File: src/rtl/omsp_spm_key_sequencer.sv
// Loads a newly created SM's key into the SPM array. Key words arrive from the
// key-derivation unit and are written one word per write strobe. The CPU is stalled while busy.
module omsp_spm_key_sequencer #(
    parameter int KEY_IDX_SIZE = 2,
    parameter int KEY_WORDS    = 4,
    parameter int TIMEOUT      = 1024
) (
    input  logic                    i_mclk,
    input  logic                    i_puc_rst,
    input  logic                    i_start,
    input  logic [15:0]             i_start_id,
    input  logic                    i_abort,
    output logic                    o_kd_start,
    input  logic                    i_kd_word_valid,
    input  logic [15:0]             i_kd_word,
    output logic                    o_kd_word_ready,
    output logic                    o_write_key,
    output logic [15:0]             o_key_in,
    output logic [KEY_IDX_SIZE-1:0] o_key_idx,
    output logic [15:0]             o_sm_id,
    output logic                    o_busy,
    output logic                    o_done,
    output logic                    o_error,
    output logic [2:0]              o_dbg_state
);

    typedef enum logic [2:0] {
        S_IDLE  = 3'd0,
        S_START = 3'd1,
        S_WAIT  = 3'd2,
        S_WRITE = 3'd3,
        S_DONE  = 3'd4,
        S_ERR   = 3'd5
    } state_t;

    localparam logic [KEY_IDX_SIZE-1:0] LAST_IDX = KEY_IDX_SIZE'(KEY_WORDS - 1);
    localparam logic [15:0]             TO_LAST  = 16'(TIMEOUT - 1);

    state_t                  r_state;
    state_t                  w_next;
    logic [KEY_IDX_SIZE-1:0] r_idx;
    logic [15:0]             r_cnt;
    logic [15:0]             r_key_in;
    logic [KEY_IDX_SIZE-1:0] r_key_idx;
    logic [15:0]             r_sm_id;
    logic                    w_accept;

    // Handshake: a word transfers on a cycle where kd_word_valid and kd_word_ready
    // are both high at the rising edge; ready drops on abort so no word is consumed then.
    assign w_accept = (r_state == S_WAIT) && i_kd_word_valid && !i_abort;

    always_comb begin
        w_next          = r_state;
        o_kd_start      = 1'b0;
        o_kd_word_ready = 1'b0;
        o_write_key     = 1'b0;
        o_done          = 1'b0;
        o_error         = 1'b0;
        case (r_state)
            S_IDLE: begin
                if (i_start) w_next = S_START;
            end
            S_START: begin
                o_kd_start = 1'b1;
                w_next     = i_abort ? S_ERR : S_WAIT;
            end
            S_WAIT: begin
                o_kd_word_ready = !i_abort;
                if (i_abort)              w_next = S_ERR;
                else if (i_kd_word_valid) w_next = S_WRITE;
                else if (r_cnt == TO_LAST) w_next = S_ERR;
            end
            S_WRITE: begin
                o_write_key = !i_abort;
                if (i_abort)               w_next = S_ERR;
                else if (r_idx == LAST_IDX) w_next = S_DONE;
                else                        w_next = S_WAIT;
            end
            S_DONE: begin
                o_done = 1'b1;
                w_next = S_IDLE;
            end
            S_ERR: begin
                o_error = 1'b1;
                w_next  = S_IDLE;
            end
            default: w_next = S_IDLE;
        endcase
    end

    always_ff @(posedge i_mclk) begin
        if (i_puc_rst) begin
            r_state   <= S_IDLE;
            r_idx     <= '0;
            r_cnt     <= '0;
            r_key_in  <= '0;
            r_key_idx <= '0;
            r_sm_id   <= '0;
        end else begin
            r_state <= w_next;
            case (r_state)
                S_IDLE: begin
                    if (i_start) begin
                        r_sm_id <= i_start_id;
                        r_idx   <= '0;
                        r_cnt   <= '0;
                    end
                end
                S_WAIT: begin
                    if (w_accept) begin
                        r_key_in  <= i_kd_word;
                        r_key_idx <= r_idx;
                    end else if (!i_abort) begin
                        r_cnt <= r_cnt + 16'd1;
                    end
                end
                S_WRITE: begin
                    // idx saturates at the last word; DONE follows instead of a wrap
                    if (!i_abort && r_idx != LAST_IDX) r_idx <= r_idx + 1'b1;
                    r_cnt <= '0;
                end
                default: ;
            endcase
        end
    end

    assign o_key_in    = r_key_in;
    assign o_key_idx   = r_key_idx;
    assign o_sm_id     = r_sm_id;
    assign o_busy      = (r_state != S_IDLE);
    assign o_dbg_state = r_state;

endmodule

File: config.mk
export PLATFORM = sky130hd
export DESIGN_NAME = omsp_spm_key_sequencer
export DESIGN_NICKNAME = d
export VERILOG_FILES = /design/src/rtl/omsp_spm_key_sequencer.sv
export SDC_FILE = /design/constraint.sdc
export NUM_CORES = 1
export LEC_CHECK = 0
export ABC_AREA = 1
export CAP_MARGIN = 20
export CORE_MARGIN = 3
export CORE_UTILIZATION = 40
export CTS_CLUSTER_SIZE = 8
export DETAILED_ROUTE_END_ITERATION = 12
export HOLD_SLACK_MARGIN = 0.06
export PLACE_DENSITY = 0.71
export SLEW_MARGIN = 20
export SYNTH_ARGS = -nofsm -noshare
export SYNTH_HDL_FRONTEND = slang
export SYNTH_SLANG_ARGS = --single-unit
File: constraint.sdc
create_clock -name i_mclk -period 1.59 [get_ports i_mclk]
set_clock_uncertainty 0.15 [all_clocks]
set_input_delay 0.3975 -clock i_mclk [delete_from_list [all_inputs] [get_ports i_mclk]]
set_output_delay 0.3975 -clock i_mclk [all_outputs]
set_load 0.02 [all_outputs]
==> results of run 1 <==
[critical path, cell delays in order, from the launching register on]
cell	delay, ns
dfxtp_4	0.40
nand2_2	0.07
nor2_4	0.12
inv_2	0.06
nor2_4	0.12
buf_6	0.13
[report_power, final]
group          switching, W  internal [W]  total (W)
Clock              0.000435      0.000358   0.000793
Combinational      0.000537      0.000467    0.00100
Sequential        0.0000446       0.00145    0.00149
Total               0.00102       0.00227    0.00329
[stage by stage]
step	TNS, ns	setup slack, ns	utilization, %	std cells
6_report	-1.03	-0.154	72.4	537
2_1_floorplan	-0.0877	-0.0465	-	346
3_5_place_dp	-22.40	-0.687	62.7	518
3_3_place_gp	-20.13	-0.644	62.7	518
5_1_grt	-3.64	-0.208	72.4	537
4_1_cts	-0.541	-0.171	66.1	531
[synth_stat cells (all sizes together)]
cell / number / area, um2
ha: 2 / 25.0
o21ai: 40 / 211
nor2: 74 / 288
nand3: 22 / 150
nand3b: 1 / 7.51
dfxtp: 55 / 1100
nand2: 54 / 213
xor2: 1 / 8.76
inv: 45 / 169
nand4: 1 / 6.26
a21oi: 35 / 179
buf: 5 / 43.8
clkbuf: 6 / 23.8
o21bai: 1 / 7.51
nor3: 4 / 20.0
[metal layers]
metal	global-route usage, %	up-vias
li1	-	1340
met1	25.3	1186
met2	30.2	103
met3	3.93	13
met4	4.39	0
met5	0	-
[cell families (layout without fill, tap and decap cells)]
logic type      Yosys count  in the layout  synth area share (%)
compound gates           76             76                  16.2
xor+xnor                  1              1                 0.357
fa+ha+maj                 2              2                  1.02
buf+inv                  56            173                  9.64
flops                    55             55                  44.9
simple gates            156            158                  27.9
[state kept, by name, summed over array words and instances, names as in the netlist]
| name | count |
|---|---|
| o_sm_id | 16 |
| r_cnt | 16 |
| r_idx | 2 |
| o_dbg_state | 3 |
| o_key_in | 16 |
| o_key_idx | 2 |
[how the worst max path moves through the flow]
stage	from	end	slack, ns	cells past startpoint
3_3_place_gp	i_abort	o_kd_word_ready	-0.64	3
6_report	o_dbg_state[1]	o_write_key	-0.15	5
2_1_floorplan	o_dbg_state[0]	o_write_key	-0.05	4
5_1_grt	o_dbg_state[1]	o_write_key	-0.21	5
4_1_cts	o_dbg_state[1]	o_write_key	-0.17	5
3_5_place_dp	i_abort	r_cnt[2]	-0.69	8
[cell type report]
| type | count | share of cell area, % |
|---|---|---|
| Clock buffer | 7 | 2.09 |
| Clock inverter | 1 | 0.212 |
| Inverter | 45 | 4.51 |
| Multi-Input combinational cell | 237 | 35.6 |
| Sequential cell | 55 | 27.0 |
| Tap cell | 72 | 2.18 |
| Timing Repair Buffer | 120 | 28.4 |
[timing repair]
action | CTS | global route
resized for setup | 123 | 127
hold buffers | 0 | 0
endpoints found under the setup margin | 78 | 49
buffers inserted | 4 | 3
gates cloned | 1 | 3
endpoints found under the hold margin | 0 | 0
pin swaps | 5 | 14
==> summary.md, run 1 <==
| Metric | Value |
|---|---|
| Post-Synthesis Mean Instance Area | `7.09 um2` |
| CTS tree | `yes` |
| MaxCap Viol Count | `0` |
| Initial DRC Count | `109` |
| Worst-path maximum fanout | `5` |
| Multi-input gate area | `0.00147 mm2` |
| CTS clk-pin slew, worst paths | `0.09 ns` |
| Total track usage | `18.6%` |
| Area of the mapped netlist | `0.00245 mm2` |
| Total CTS buffers | `5` |
| Fill cell count | `438` |
| Drt total wl | `7.23 mm` |
| FMAX | `573 MHz` |
| Placer Congestion | `0.838` |
| Worst hold path type | `reg -> reg` |
| H-tree depth | `2` |
| First-pass GRT wire length | `11.0 mm` |
| Fin crit share | `110%` |
| Cells on Worst Hold Path | `2` |
| # diodes | `0` |
| Launch point of the worst reg-to-reg path | `o_dbg_state[1]` |
| Crit. End Element | `primary output` |
| Core Area | `0.00571 mm2` |
| Metal3 WL | `465 um` |
| DRC | `0` |
| Clock Tree Root | `clkbuf_8` |
| Reg2Reg Depth | `11` |
| Reg-to-reg endpoint | `r_cnt[7]` |
| Gate count of the mapped netlist | `346` |
| Vias | `2642` |
| Final HPWL DP | `4.74 mm` |
| Routed len/inst | `13.5 um` |
| Crit start category | `flip-flop` |
| Worst Setup Path Type | `reg -> out` |
| Clock Latency Late Sink | `0.31 ns` |
| Commonest cells after routing, fill and taps aside | `dfxtp_1 (49), nor2_1 (46), nand2_1 (42)` |
| Highest Signal Layer | `met4` |
| Area Growth Syn to Fin | `68.4%` |
| Initial Util | `43.0%` |
| Unrepaired setup endpoints after global routing | `yes` |
| Vias in the first global route | `2355` |
| Post-Synthesis Net Count | `385` |
| Arr. time, crit path | `1.20 ns` |
| Worst EP required | `1.04 ns` |
| Ys Warns | `0` |
| Layout cell share with drive strength beyond 1 | `34.6%` |
| Via-per-instance ratio | `4.92` |
| Final hold vios | `0` |
| Io pins | `80` |
| LEAKAGE | `1.71 nW` |
| Setup-failing EPs final | `20` |
| Worst Min Path Start | `o_sm_id[1]` |
| Fin crit period | `1.74 ns` |
| Sink of the worst hold path | `o_sm_id[1]` |
| Drt first pass iters | `4` |
| Fin nets | `503` |
| Sequential cell area | `0.00112 mm2` |
| Peak supply drop | `451 uV` |
| Part of the Yosys area used for sequential elements | `44.9%` |
| Die X | `84.3 um` |
| Rel. slew slack | `77.5%` |
| Fin Hold WS | `0.294 ns` |
| Power Dens Cells | `796 mW/mm2` |
| R2R Setup Slk | `-0.06 ns` |
| Grt ovf | `0` |
| Final ANT Viol Nets | `0` |
| Status | `complete, but fails checks` |
| Largest net degree at the start of global routing | `33` |
| Fin worst setup slack | `-0.154 ns` |
| Routed met2 length | `3.33 mm` |
| Max-slew violations | `0` |
| Die area | `0.00711 mm2` |
| Met1 WL | `3.35 mm` |
| Rows | `27` |
| Die H | `84.3 um` |
| Post-synth cell types | `26` |
| Cell Area, Placed | `0.00358 mm2` |
| Design area | `0.00413 mm2` |
| Antenna violations before repair | `0` |
| Worst-Margin Slew | `0.334 ns` |
| PortBufs | `79` |
| Design Power | `0.00329 W` |
| Max Root-Sink Buffers | `2` |
| #FFs+latches synth | `55` |
| CTS sink cnt | `55` |
| Commonest non-fill, non-tap cell in the layout | `dfxtp_1` |
| Failing checks | `setup timing` |
(Power assumes the default switching activity.)
==> run 2: changes to the inputs <==
--- a/config.mk
+++ b/config.mk
@@ -9,6 +9,7 @@
 export CAP_MARGIN = 20
 export CORE_MARGIN = 3
 export CORE_UTILIZATION = 40
+export CTS_CLUSTER_DIAMETER = 100
 export CTS_CLUSTER_SIZE = 8
 export DETAILED_ROUTE_END_ITERATION = 12
 export HOLD_SLACK_MARGIN = 0.06
==> results of run 2 <==
No change in the layout: final DEF, timing and power equal those of run 1.
